[config.mk]
export PLATFORM = sky130hd
export DESIGN_NAME = dmem_arb_flat
export DESIGN_NICKNAME = d
export VERILOG_FILES = /design/src/rtl/dmem_arb_if.sv /design/src/rtl/dmem_arb.sv /design/src/flat_wrapper.sv
export SDC_FILE = /design/constraint.sdc
export NUM_CORES = 1
export LEC_CHECK = 0
export CAP_MARGIN = 20
export CORE_MARGIN = 4
export CORE_UTILIZATION = 39
export CTS_CLUSTER_DIAMETER = 200
export DETAILED_ROUTE_END_ITERATION = 8
export PLACE_DENSITY = 0.89
export SYNTH_ARGS = -nofsm -noshare
export SYNTH_HDL_FRONTEND = slang
export SYNTH_SLANG_ARGS = --single-unit
[constraint.sdc]
create_clock -name CLK -period 3.3 [get_ports CLK]
set_input_delay 0.495 -clock CLK [delete_from_list [all_inputs] [get_ports CLK]]
set_output_delay 0.495 -clock CLK [all_outputs]
set_load 0.02 [all_outputs]
[src/rtl/dmem_arb_if.sv]
// Bus bundle for dmem_arb: core port, loader port, shared read data and data-memory command.
// The slave modport is the arbiter's view; master is the requesters' and memory's side.
interface dmem_arb_if #(
  parameter int unsigned W  = 8,
  parameter int unsigned AW = 8
);
  logic          c_req;
  logic          c_we;
  logic [AW-1:0] c_addr;
  logic [W-1:0]  c_wdata;
  logic          c_gnt;
  logic          c_rvalid;

  logic          l_req;
  logic          l_we;
  logic          l_lock;
  logic [AW-1:0] l_addr;
  logic [W-1:0]  l_wdata;
  logic          l_gnt;
  logic          l_rvalid;

  logic [W-1:0]  rdata;

  logic          mem_re;
  logic          mem_we;
  logic [AW-1:0] mem_addr;
  logic [W-1:0]  mem_wdata;
  logic [W-1:0]  mem_rdata;

  modport slave (
    input  c_req, c_we, c_addr, c_wdata,
    input  l_req, l_we, l_lock, l_addr, l_wdata,
    input  mem_rdata,
    output c_gnt, c_rvalid, l_gnt, l_rvalid, rdata,
    output mem_re, mem_we, mem_addr, mem_wdata
  );

  modport master (
    output c_req, c_we, c_addr, c_wdata,
    output l_req, l_we, l_lock, l_addr, l_wdata,
    output mem_rdata,
    input  c_gnt, c_rvalid, l_gnt, l_rvalid, rdata,
    input  mem_re, mem_we, mem_addr, mem_wdata
  );
endinterface

[src/rtl/dmem_arb.sv]
// Two-port data-memory arbiter (core vs. loader) with starvation guard and loader burst lock.
// Define DMEM_ARB_RR_EN for round-robin base policy; default is fixed priority, core first.
module dmem_arb #(
  parameter int unsigned W          = 8,
  parameter int unsigned AW         = 8,
  parameter int unsigned STARVE_LIM = 8,
  parameter int unsigned LOCK_MAX   = 16
) (
  input logic       CLK,
  input logic       reset_n,
  dmem_arb_if.slave bus
);
  localparam int unsigned SW = $clog2(STARVE_LIM + 1);
  localparam int unsigned LW = $clog2(LOCK_MAX + 1);

  localparam logic [0:0] UNLOCKED = 1'b0;
  localparam logic [0:0] LOCKED   = 1'b1;

  logic [0:0]    state_q, state_d;
  logic [SW-1:0] starve_q, starve_d;
  logic [LW-1:0] lock_cnt_q, lock_cnt_d;
  logic [W-1:0]  rdata_q;
  logic          c_rvalid_q, l_rvalid_q;

  logic lock_hold, starve_hit, base_l, pick_l;
  logic c_gnt, l_gnt;

  // The lock only survives while the loader keeps both req and lock up and has budget left.
  assign lock_hold  = (state_q == LOCKED) && bus.l_req && bus.l_lock &&
                      (lock_cnt_q < LW'(LOCK_MAX));
  assign starve_hit = bus.l_req && (starve_q == SW'(STARVE_LIM));

`ifdef DMEM_ARB_RR_EN
  logic last_l_q;

  // On contention the port that did not win last time goes first.
  assign base_l = bus.l_req && (!bus.c_req || !last_l_q);

  always_ff @(posedge CLK or negedge reset_n) begin
    if (!reset_n) begin
      last_l_q <= 1'b1;
    end else if (c_gnt) begin
      last_l_q <= 1'b0;
    end else if (l_gnt) begin
      last_l_q <= 1'b1;
    end
  end
`else
  assign base_l = bus.l_req && !bus.c_req;
`endif

  assign pick_l = lock_hold || starve_hit || base_l;

  // Grants are gated by reset so the command bus is quiet while reset is held.
  assign c_gnt = reset_n && bus.c_req && !pick_l;
  assign l_gnt = reset_n && bus.l_req && pick_l;

  always_comb begin
    starve_d   = '0;
    state_d    = UNLOCKED;
    lock_cnt_d = '0;
    if (bus.l_req && !l_gnt) begin
      starve_d = (starve_q == SW'(STARVE_LIM)) ? starve_q : starve_q + SW'(1);
    end
    if (l_gnt && bus.l_lock) begin
      state_d    = LOCKED;
      lock_cnt_d = lock_hold ? lock_cnt_q + LW'(1) : LW'(1);
    end
  end

  always_ff @(posedge CLK or negedge reset_n) begin
    if (!reset_n) begin
      state_q    <= UNLOCKED;
      starve_q   <= '0;
      lock_cnt_q <= '0;
      rdata_q    <= '0;
      c_rvalid_q <= 1'b0;
      l_rvalid_q <= 1'b0;
    end else begin
      state_q    <= state_d;
      starve_q   <= starve_d;
      lock_cnt_q <= lock_cnt_d;
      c_rvalid_q <= c_gnt && !bus.c_we;
      l_rvalid_q <= l_gnt && !bus.l_we;
      if ((c_gnt && !bus.c_we) || (l_gnt && !bus.l_we)) begin
        rdata_q <= bus.mem_rdata;
      end
    end
  end

  assign bus.c_gnt     = c_gnt;
  assign bus.l_gnt     = l_gnt;
  assign bus.c_rvalid  = c_rvalid_q;
  assign bus.l_rvalid  = l_rvalid_q;
  assign bus.rdata     = rdata_q;

  assign bus.mem_re    = (c_gnt && !bus.c_we) || (l_gnt && !bus.l_we);
  assign bus.mem_we    = (c_gnt && bus.c_we) || (l_gnt && bus.l_we);
  assign bus.mem_addr  = l_gnt ? bus.l_addr  : (c_gnt ? bus.c_addr  : '0);
  assign bus.mem_wdata = l_gnt ? bus.l_wdata : (c_gnt ? bus.c_wdata : '0);
endmodule
[src/flat_wrapper.sv]
// flat-port wrapper written by rule: the top's interface ports become plain ports
module dmem_arb_flat 
#(
  parameter int unsigned W          = 8,
  parameter int unsigned AW         = 8,
  parameter int unsigned STARVE_LIM = 8,
  parameter int unsigned LOCK_MAX   = 16
)
  (CLK, reset_n, bus_c_req, bus_c_we, bus_c_addr, bus_c_wdata, bus_l_req, bus_l_we, bus_l_lock, bus_l_addr, bus_l_wdata, bus_mem_rdata, bus_c_gnt, bus_c_rvalid, bus_l_gnt, bus_l_rvalid, bus_rdata, bus_mem_re, bus_mem_we, bus_mem_addr, bus_mem_wdata);
  dmem_arb_if #(.W(W), .AW(AW)) bus_i ();
  input logic CLK;
  input logic reset_n;
  input wire logic [$bits(bus_i.c_req)-1:0] bus_c_req;
  input wire logic [$bits(bus_i.c_we)-1:0] bus_c_we;
  input wire logic [$bits(bus_i.c_addr)-1:0] bus_c_addr;
  input wire logic [$bits(bus_i.c_wdata)-1:0] bus_c_wdata;
  input wire logic [$bits(bus_i.l_req)-1:0] bus_l_req;
  input wire logic [$bits(bus_i.l_we)-1:0] bus_l_we;
  input wire logic [$bits(bus_i.l_lock)-1:0] bus_l_lock;
  input wire logic [$bits(bus_i.l_addr)-1:0] bus_l_addr;
  input wire logic [$bits(bus_i.l_wdata)-1:0] bus_l_wdata;
  input wire logic [$bits(bus_i.mem_rdata)-1:0] bus_mem_rdata;
  output wire logic [$bits(bus_i.c_gnt)-1:0] bus_c_gnt;
  output wire logic [$bits(bus_i.c_rvalid)-1:0] bus_c_rvalid;
  output wire logic [$bits(bus_i.l_gnt)-1:0] bus_l_gnt;
  output wire logic [$bits(bus_i.l_rvalid)-1:0] bus_l_rvalid;
  output wire logic [$bits(bus_i.rdata)-1:0] bus_rdata;
  output wire logic [$bits(bus_i.mem_re)-1:0] bus_mem_re;
  output wire logic [$bits(bus_i.mem_we)-1:0] bus_mem_we;
  output wire logic [$bits(bus_i.mem_addr)-1:0] bus_mem_addr;
  output wire logic [$bits(bus_i.mem_wdata)-1:0] bus_mem_wdata;
  assign bus_i.c_req = bus_c_req;
  assign bus_i.c_we = bus_c_we;
  assign bus_i.c_addr = bus_c_addr;
  assign bus_i.c_wdata = bus_c_wdata;
  assign bus_i.l_req = bus_l_req;
  assign bus_i.l_we = bus_l_we;
  assign bus_i.l_lock = bus_l_lock;
  assign bus_i.l_addr = bus_l_addr;
  assign bus_i.l_wdata = bus_l_wdata;
  assign bus_i.mem_rdata = bus_mem_rdata;
  assign bus_c_gnt = bus_i.c_gnt;
  assign bus_c_rvalid = bus_i.c_rvalid;
  assign bus_l_gnt = bus_i.l_gnt;
  assign bus_l_rvalid = bus_i.l_rvalid;
  assign bus_rdata = bus_i.rdata;
  assign bus_mem_re = bus_i.mem_re;
  assign bus_mem_we = bus_i.mem_we;
  assign bus_mem_addr = bus_i.mem_addr;
  assign bus_mem_wdata = bus_i.mem_wdata;
  dmem_arb #(.W(W), .AW(AW), .STARVE_LIM(STARVE_LIM), .LOCK_MAX(LOCK_MAX)) u_core (.CLK(CLK), .reset_n(reset_n), .bus(bus_i));
endmodule
==> results of run 1 <==
## registers in the layout (all words and copies together) (netlist names)
name                 cells
u_core.bus.rdata         8
u_core.lock_cnt_q        5
u_core.starve_q          4
u_core.bus.c_rvalid      1
u_core.bus.l_rvalid      1
u_core.state_q           1
## cells in the final DEF, fill, tap and decap left out
cell type and n:
nor3_1 1, xnor2_1 3, nand3b_2 1, a31o_2 1
ha_1 3, a311oi_2 1, and3b_1 1, buf_12 1
nor2_4 1, clkdlybuf4s50_1 76, and4b_1 1, nand3_1 39
clkbuf_4 3, mux2_2 6, a31oi_1 1, nand2_1 22
a31oi_2 1, nor2_1 6, and3b_4 1, nand3b_1 1
inv_1 4, clkbuf_8 1, mux2i_1 1, o22a_1 2
and3_1 2, xor2_1 2, mux2_4 2, and2_1 3
buf_4 4, a2111oi_4 1, a2111oi_0 1, dfrtp_1 20
## cell families (layout without fill, tap and decap cells)
family / count (synthesis) / in the layout
muxes: 9 / 9
DFF: 20 / 20
xor gates and xnor gates: 5 / 5
adders and majority gates: 3 / 3
buffers and inverters: 12 / 89
AOI/OAI and AO/OA: 8 / 8
and+or+nand+nor: 79 / 79
## power groups by stage
stage	clock network [mW]	logic, mW	registers [mW]
floorplan	0	0.0887	0.315
global placement	0	0.262	0.287
detailed placement	0	0.265	0.289
CTS	0.142	0.266	0.284
global route	0.150	0.282	0.287
finish	0.137	0.263	0.283
## final timing paths
check | slack, ps | end | startpoint
hold / removal | 470 | u_core.starve_q[0]$_DFFE_PN0P_ | reset_n
setup / recovery | 180 | bus_mem_re | reset_n
hold reg to reg | 520 | u_core.bus.rdata[7]$_DFFE_PN0P_ | u_core.bus.rdata[7]$_DFFE_PN0P_
setup reg to reg | 1370 | u_core.bus.rdata[6]$_DFFE_PN0P_ | u_core.starve_q[0]$_DFFE_PN0P_
min in group CLK | 520 | u_core.bus.rdata[7]$_DFFE_PN0P_ | u_core.bus.rdata[7]$_DFFE_PN0P_
max in group asynchronous | 2280 | u_core.bus.l_rvalid$_DFF_PN0_ | reset_n
## stage by stage
| step | power [mW] | hold WS, ps | worst slack, ps | utilization [%] | cells |
|---|---|---|---|---|---|
| finish | 0.684 | 472 | 183 | 69.4 | 257 |
| global route | 0.719 | 464 | 63.0 | 69.4 | 257 |
| CTS | 0.691 | 460 | 176 | 69.4 | 257 |
| detailed placement | 0.554 | 497 | 174 | 68.2 | 253 |
| global placement | 0.549 | 491 | 270 | 68.2 | 253 |
| floorplan | 0.403 | 199 | 1140 | - | 136 |
## cell type report
class	count	area, um^2	share of cell area, %
well taps	44	55.1	2.62
multi-input cells	104	683	32.5
repair buffers	81	811	38.6
inverters	4	15.0	0.715
clock buffers	4	36.3	1.73
flip-flops and latches	20	500	23.8
## routing by layer
| layer | vias to the layer above | track usage [%] | wire, um |
|---|---|---|---|
| met1 | 594 | 21.2 | 1470 |
| met3 | 4 | 3.51 | 184 |
| met4 | 0 | 3.96 | 37 |
| li1 | 640 | - | - |
| met2 | 46 | 31.2 | 1790 |
| met5 | - | 0 | 0 |
==> flow_summary.toml, run 1 <==
[grt]
antenna_found_initial = 0
grt_pass1_wl_um = 5750
grt_max_degree = 20
first_global_vias = 1274
grt.total_usage_pct = 17.4
overflow = 0

[floorplanning]
placementRows = 20
initial_core_util_pct = 40.7
die_h_um = 64.2
dieArea_mm2 = 0.00412
dieWidth_um = 64.2
core_area_mm2 = 0.00303
boundaryPins = 77

[place]
dpl_cell_area_mm2 = 0.00206
gp_congestion = 0.836
dp_hpwl_um = 2810
io_buffers = 76

[drt]
wl_um = 3480
vias = 1284
firstDrtPassIters = 4
vias_per_cell = 5.00
ant_nets = 0
drc = 0
initialDrtViolationCount = 48
avgRoutedWirePerCell_um = 13.5

[logic_synthesis]
syn_area_mm2 = 0.00123
syn-num-nets = 186
synthAdderAreaFrac_pct = 3.05
synth.distinct_cells = 30
synth_mux_area_share_pct = 8.73
dominantRegCellSynth = "dfrtp_1"
ys_ff_latch = 20
synth_compound_area_share_pct = 7.82
ys_seq_area_share_pct = 40.6
synth_commonest_cells = "nand3_1, nand2_1, dfrtp_1"
synth_area_leaders = "dfrtp_1, nand3_1, nand2_1"
synth_edf_count = 0
synth_most_common_cell = "nand3_1"
synth_top_family_by_area = "simple AND/OR/NAND/NOR gates"
ys_warn_count = 0
syn_avg_cell_area_um2 = 9.06
synthArstFlopShare_pct = 100
yosys.area.top_type = "dfrtp_1"
synth_top_area_share_pct = 40.6
syn-instance-count = 136
synth_xor_xnor_area_share_pct = 3.55
synth-simple-area-share_pct = 32.3

[timing]
relSlewSlack_pct = 75.4
worst_slew_pin_slew_ps = 367
rsz0062_at_grt = "no"
drv_slew = 0
fin_skew_ps = 2.22
hold_viol = 0
period_share_pct = 94.5
max_freq_ghz = 0.321
finalSetupViolations = 0
fin_crit_ps = 3120
tns_ps = 0

[min_path]
hold_path_class = "in -> async"

[power_and_ir_drop]
switching_power_mw = 0.198
netSwitchingFraction_pct = 29.0
p_int_mw = 0.485
p_comb_share_pct = 38.5
power_density_mw_per_mm2 = 325
power.share.clock_pct = 20.0
p_leak_nw = 0.928
irDropWorstVdd_v = 0.000315
seq_power_share_pct = 41.5

[clocking]
postCtsSetupRepairBufs = 0
clk_pin_slew_worst_paths_ps = 100
cts_root_buf = "clkbuf_4"
cts_buffer_depth = 2
hold_buffers = 0
cts_tree = "done"
h-tree-depth = 1
cts_resized = 0
cts_made_buffers = 3
cts_sinks = 20
clk_latency_ps = 290

[critical_path]
crit_buf_inv = 3
required_ps = 2800
critPathLaunchType = "primary input"
end_kind = "output port"
cp_max_fo = 10
crit_family = "buffers and inverters"
reg2reg_depth = 6
crit_path_frequent_cell = "clkdlybuf4s50_1"
critPathKind = "in -> out"
path_cells = "clkdlybuf4s50_1 -> nand2_1 -> a2111oi_4 -> nor2_4 -> inv_1 -> clkdlybuf4s50_1"
path_depth = 6
slowest_delay_ps = 690
slowest_stage = "clkdlybuf4s50_1"
arrival_ps = 2620

[finish]
nFillCells = 233
finish.net_count = 264
layout-drive-gt1-share_pct = 11.3
fin_area_mm2 = 0.00210
diodes = 0
syn_to_final_growth_pct = 70.5

[status]
status = "completed"

[run]
cap_violations = 0
Power figures use the tool's default switching activity.
==> run 2, diff against run 1 <==
--- a/config.mk
+++ b/config.mk
@@ -10,7 +10,9 @@
 export CORE_UTILIZATION = 39
 export CTS_CLUSTER_DIAMETER = 200
 export DETAILED_ROUTE_END_ITERATION = 8
+export GPL_ROUTABILITY_DRIVEN = 0
 export PLACE_DENSITY = 0.89
+export REMOVE_ABC_BUFFERS = 1
 export SYNTH_ARGS = -nofsm -noshare
 export SYNTH_HDL_FRONTEND = slang
 export SYNTH_SLANG_ARGS = --single-unit
==> flow_summary.toml, run 2 (synthesized netlist as in run 1, its figures left out) <==
[timing]
fin_skew_ps = 3.93
tns_ps = 0
hold_viol = 0
worst_slew_pin_slew_ps = 645
period_share_pct = 93.1
relSlewSlack_pct = 57.0
rsz0062_at_grt = "no"
fin_crit_ps = 3070
max_freq_ghz = 0.325
finalSetupViolations = 0
drv_slew = 0
finalWorstSetupSlack_ps = 226

[grt]
first_global_vias = 1333
grt_max_degree = 19
overflow = 0
antenna_found_initial = 0
grt.total_usage_pct = 18.9
grt_pass1_wl_um = 6150

[finish]
syn_to_final_growth_pct = 69.4
final_cell_mix = "clkdlybuf4s50_1, nand3_1, nand2_1"
post-route-util_pct = 69.0
nFillCells = 241
seqCellArea_um2 = 500
final_cells = 257
finish.net_count = 264
multi_input_area_um2 = 683
diodes = 0
mostFrequentLayoutCell = "clkdlybuf4s50_1"
layout-drive-gt1-share_pct = 11.3
largest_reg_flops = 8

[critical_path]
arrival_ps = 2580
critPathLaunchType = "primary input"
path_cells = "clkdlybuf4s50_1 -> nand3b_1 -> a31oi_2 -> buf_4 -> nand3_1 -> nand2_1 -> clkdlybuf4s50_1"
end_kind = "output port"
slowest_delay_ps = 630
slowest_stage = "clkdlybuf4s50_1"
crit_path_frequent_cell = "clkdlybuf4s50_1"
required_ps = 2800
critPathKind = "in -> out"
cp_max_fo = 18
regToRegSetupSlack_ps = 1360

[clocking]
h-tree-depth = 1
postCtsSetupRepairBufs = 0
clk_pin_slew_worst_paths_ps = 100
cts_tree = "done"
cts_sinks = 20
cts_made_buffers = 3
cts_buffer_depth = 2
cts_root_buf = "clkbuf_4"
cts_resized = 0
hold_buffers = 0
clk_latency_ps = 300

[drt]
vias_per_cell = 4.94
initialDrtViolationCount = 24
topRoutingLayerUsed = "met4"
wl_um = 3690
ant_nets = 0
avgRoutedWirePerCell_um = 14.4
met2_length_um = 1950
firstDrtPassIters = 4
wl_met3_um = 111
vias = 1269
drc = 0
drt-met1-wl_um = 1530

[status]
status = "completed"

[floorplanning]
die_h_um = 64.2
core_area_mm2 = 0.00303
dieWidth_um = 64.2
initial_core_util_pct = 40.7
boundaryPins = 77
placementRows = 20
dieArea_mm2 = 0.00412

[power_and_ir_drop]
power.share.clock_pct = 20.6
seq_power_share_pct = 41.2
netSwitchingFraction_pct = 29.7
irDropWorstVdd_v = 0.000281
p_leak_nw = 0.924
switching_power_mw = 0.204
power_density_mw_per_mm2 = 330
total_power_mw = 0.688
p_int_mw = 0.484
p_comb_share_pct = 38.2

[place]
pre_cts_ws_ps = 262
dp_cells = 253
io_buffers = 76
dp_hpwl_um = 2880

[min_path]
hold_path_class = "in -> async"

[run]
cap_violations = 0
## run 2: worst max-delay path: cells and delay by family
family	cells	cell delay, ps
simple gates	3	430
compound gates	1	250
buf+inv	3	1410
## run 2: layout make-up
| type | instances | area share [%] |
|---|---|---|
| repair buffers | 81 | 38.2 |
| multi-input cells | 104 | 32.7 |
| flip-flops and latches | 20 | 24.0 |
| well taps | 44 | 2.64 |
| clock buffers | 4 | 1.74 |
| inverters | 4 | 0.719 |
## run 2: per-layer routing
| layer | global-route usage [%] | vias to the layer above |
|---|---|---|
| met5 | 0 | - |
| met4 | 7.12 | 0 |
| met3 | 4.57 | 12 |
| met2 | 33.7 | 32 |
| met1 | 21.7 | 592 |
| li1 | - | 633 |
## run 2: worst paths after layout
kind                                                 start                         endpoint  cells past startpoint
setup / recovery                                bus_l_lock                       bus_mem_we                      7
hold / removal                                     reset_n   u_core.lock_cnt_q[4]$_DFF_PN0_                      1
setup reg to reg            u_core.starve_q[0]$_DFFE_PN0P_  u_core.bus.rdata[7]$_DFFE_PN0P_                      6
hold reg to reg            u_core.bus.rdata[2]$_DFFE_PN0P_  u_core.bus.rdata[2]$_DFFE_PN0P_                      1
max in group asynchronous                          reset_n  u_core.bus.rdata[3]$_DFFE_PN0P_                      2
min in group CLK           u_core.bus.rdata[2]$_DFFE_PN0P_  u_core.bus.rdata[2]$_DFFE_PN0P_                      1
## run 2: metrics by stage
stage / instance area [um^2] / hold WS, ps
finish: 2090 / 387
floorplan: 1200 / 199
global route: 2090 / 364
CTS: 2090 / 369
global placement: 2050 / 488
detailed placement: 2050 / 493
## run 2: power groups by stage
stage               clock, mW  sequential [mW]  combinational (mW)
floorplan                   0            0.315              0.0844
global placement            0            0.287               0.261
detailed placement          0            0.289               0.264
CTS                     0.149            0.284               0.265
global route            0.157            0.288               0.282
finish                  0.142            0.284               0.263
==> run 3, diff against run 2 <==
--- a/config.mk
+++ b/config.mk
@@ -12,7 +12,6 @@
 export DETAILED_ROUTE_END_ITERATION = 8
 export GPL_ROUTABILITY_DRIVEN = 0
 export PLACE_DENSITY = 0.89
-export REMOVE_ABC_BUFFERS = 1
 export SYNTH_ARGS = -nofsm -noshare
 export SYNTH_HDL_FRONTEND = slang
 export SYNTH_SLANG_ARGS = --single-unit
==> results of run 3 <==
No change in the layout: final DEF, timing and power equal those of run 1.
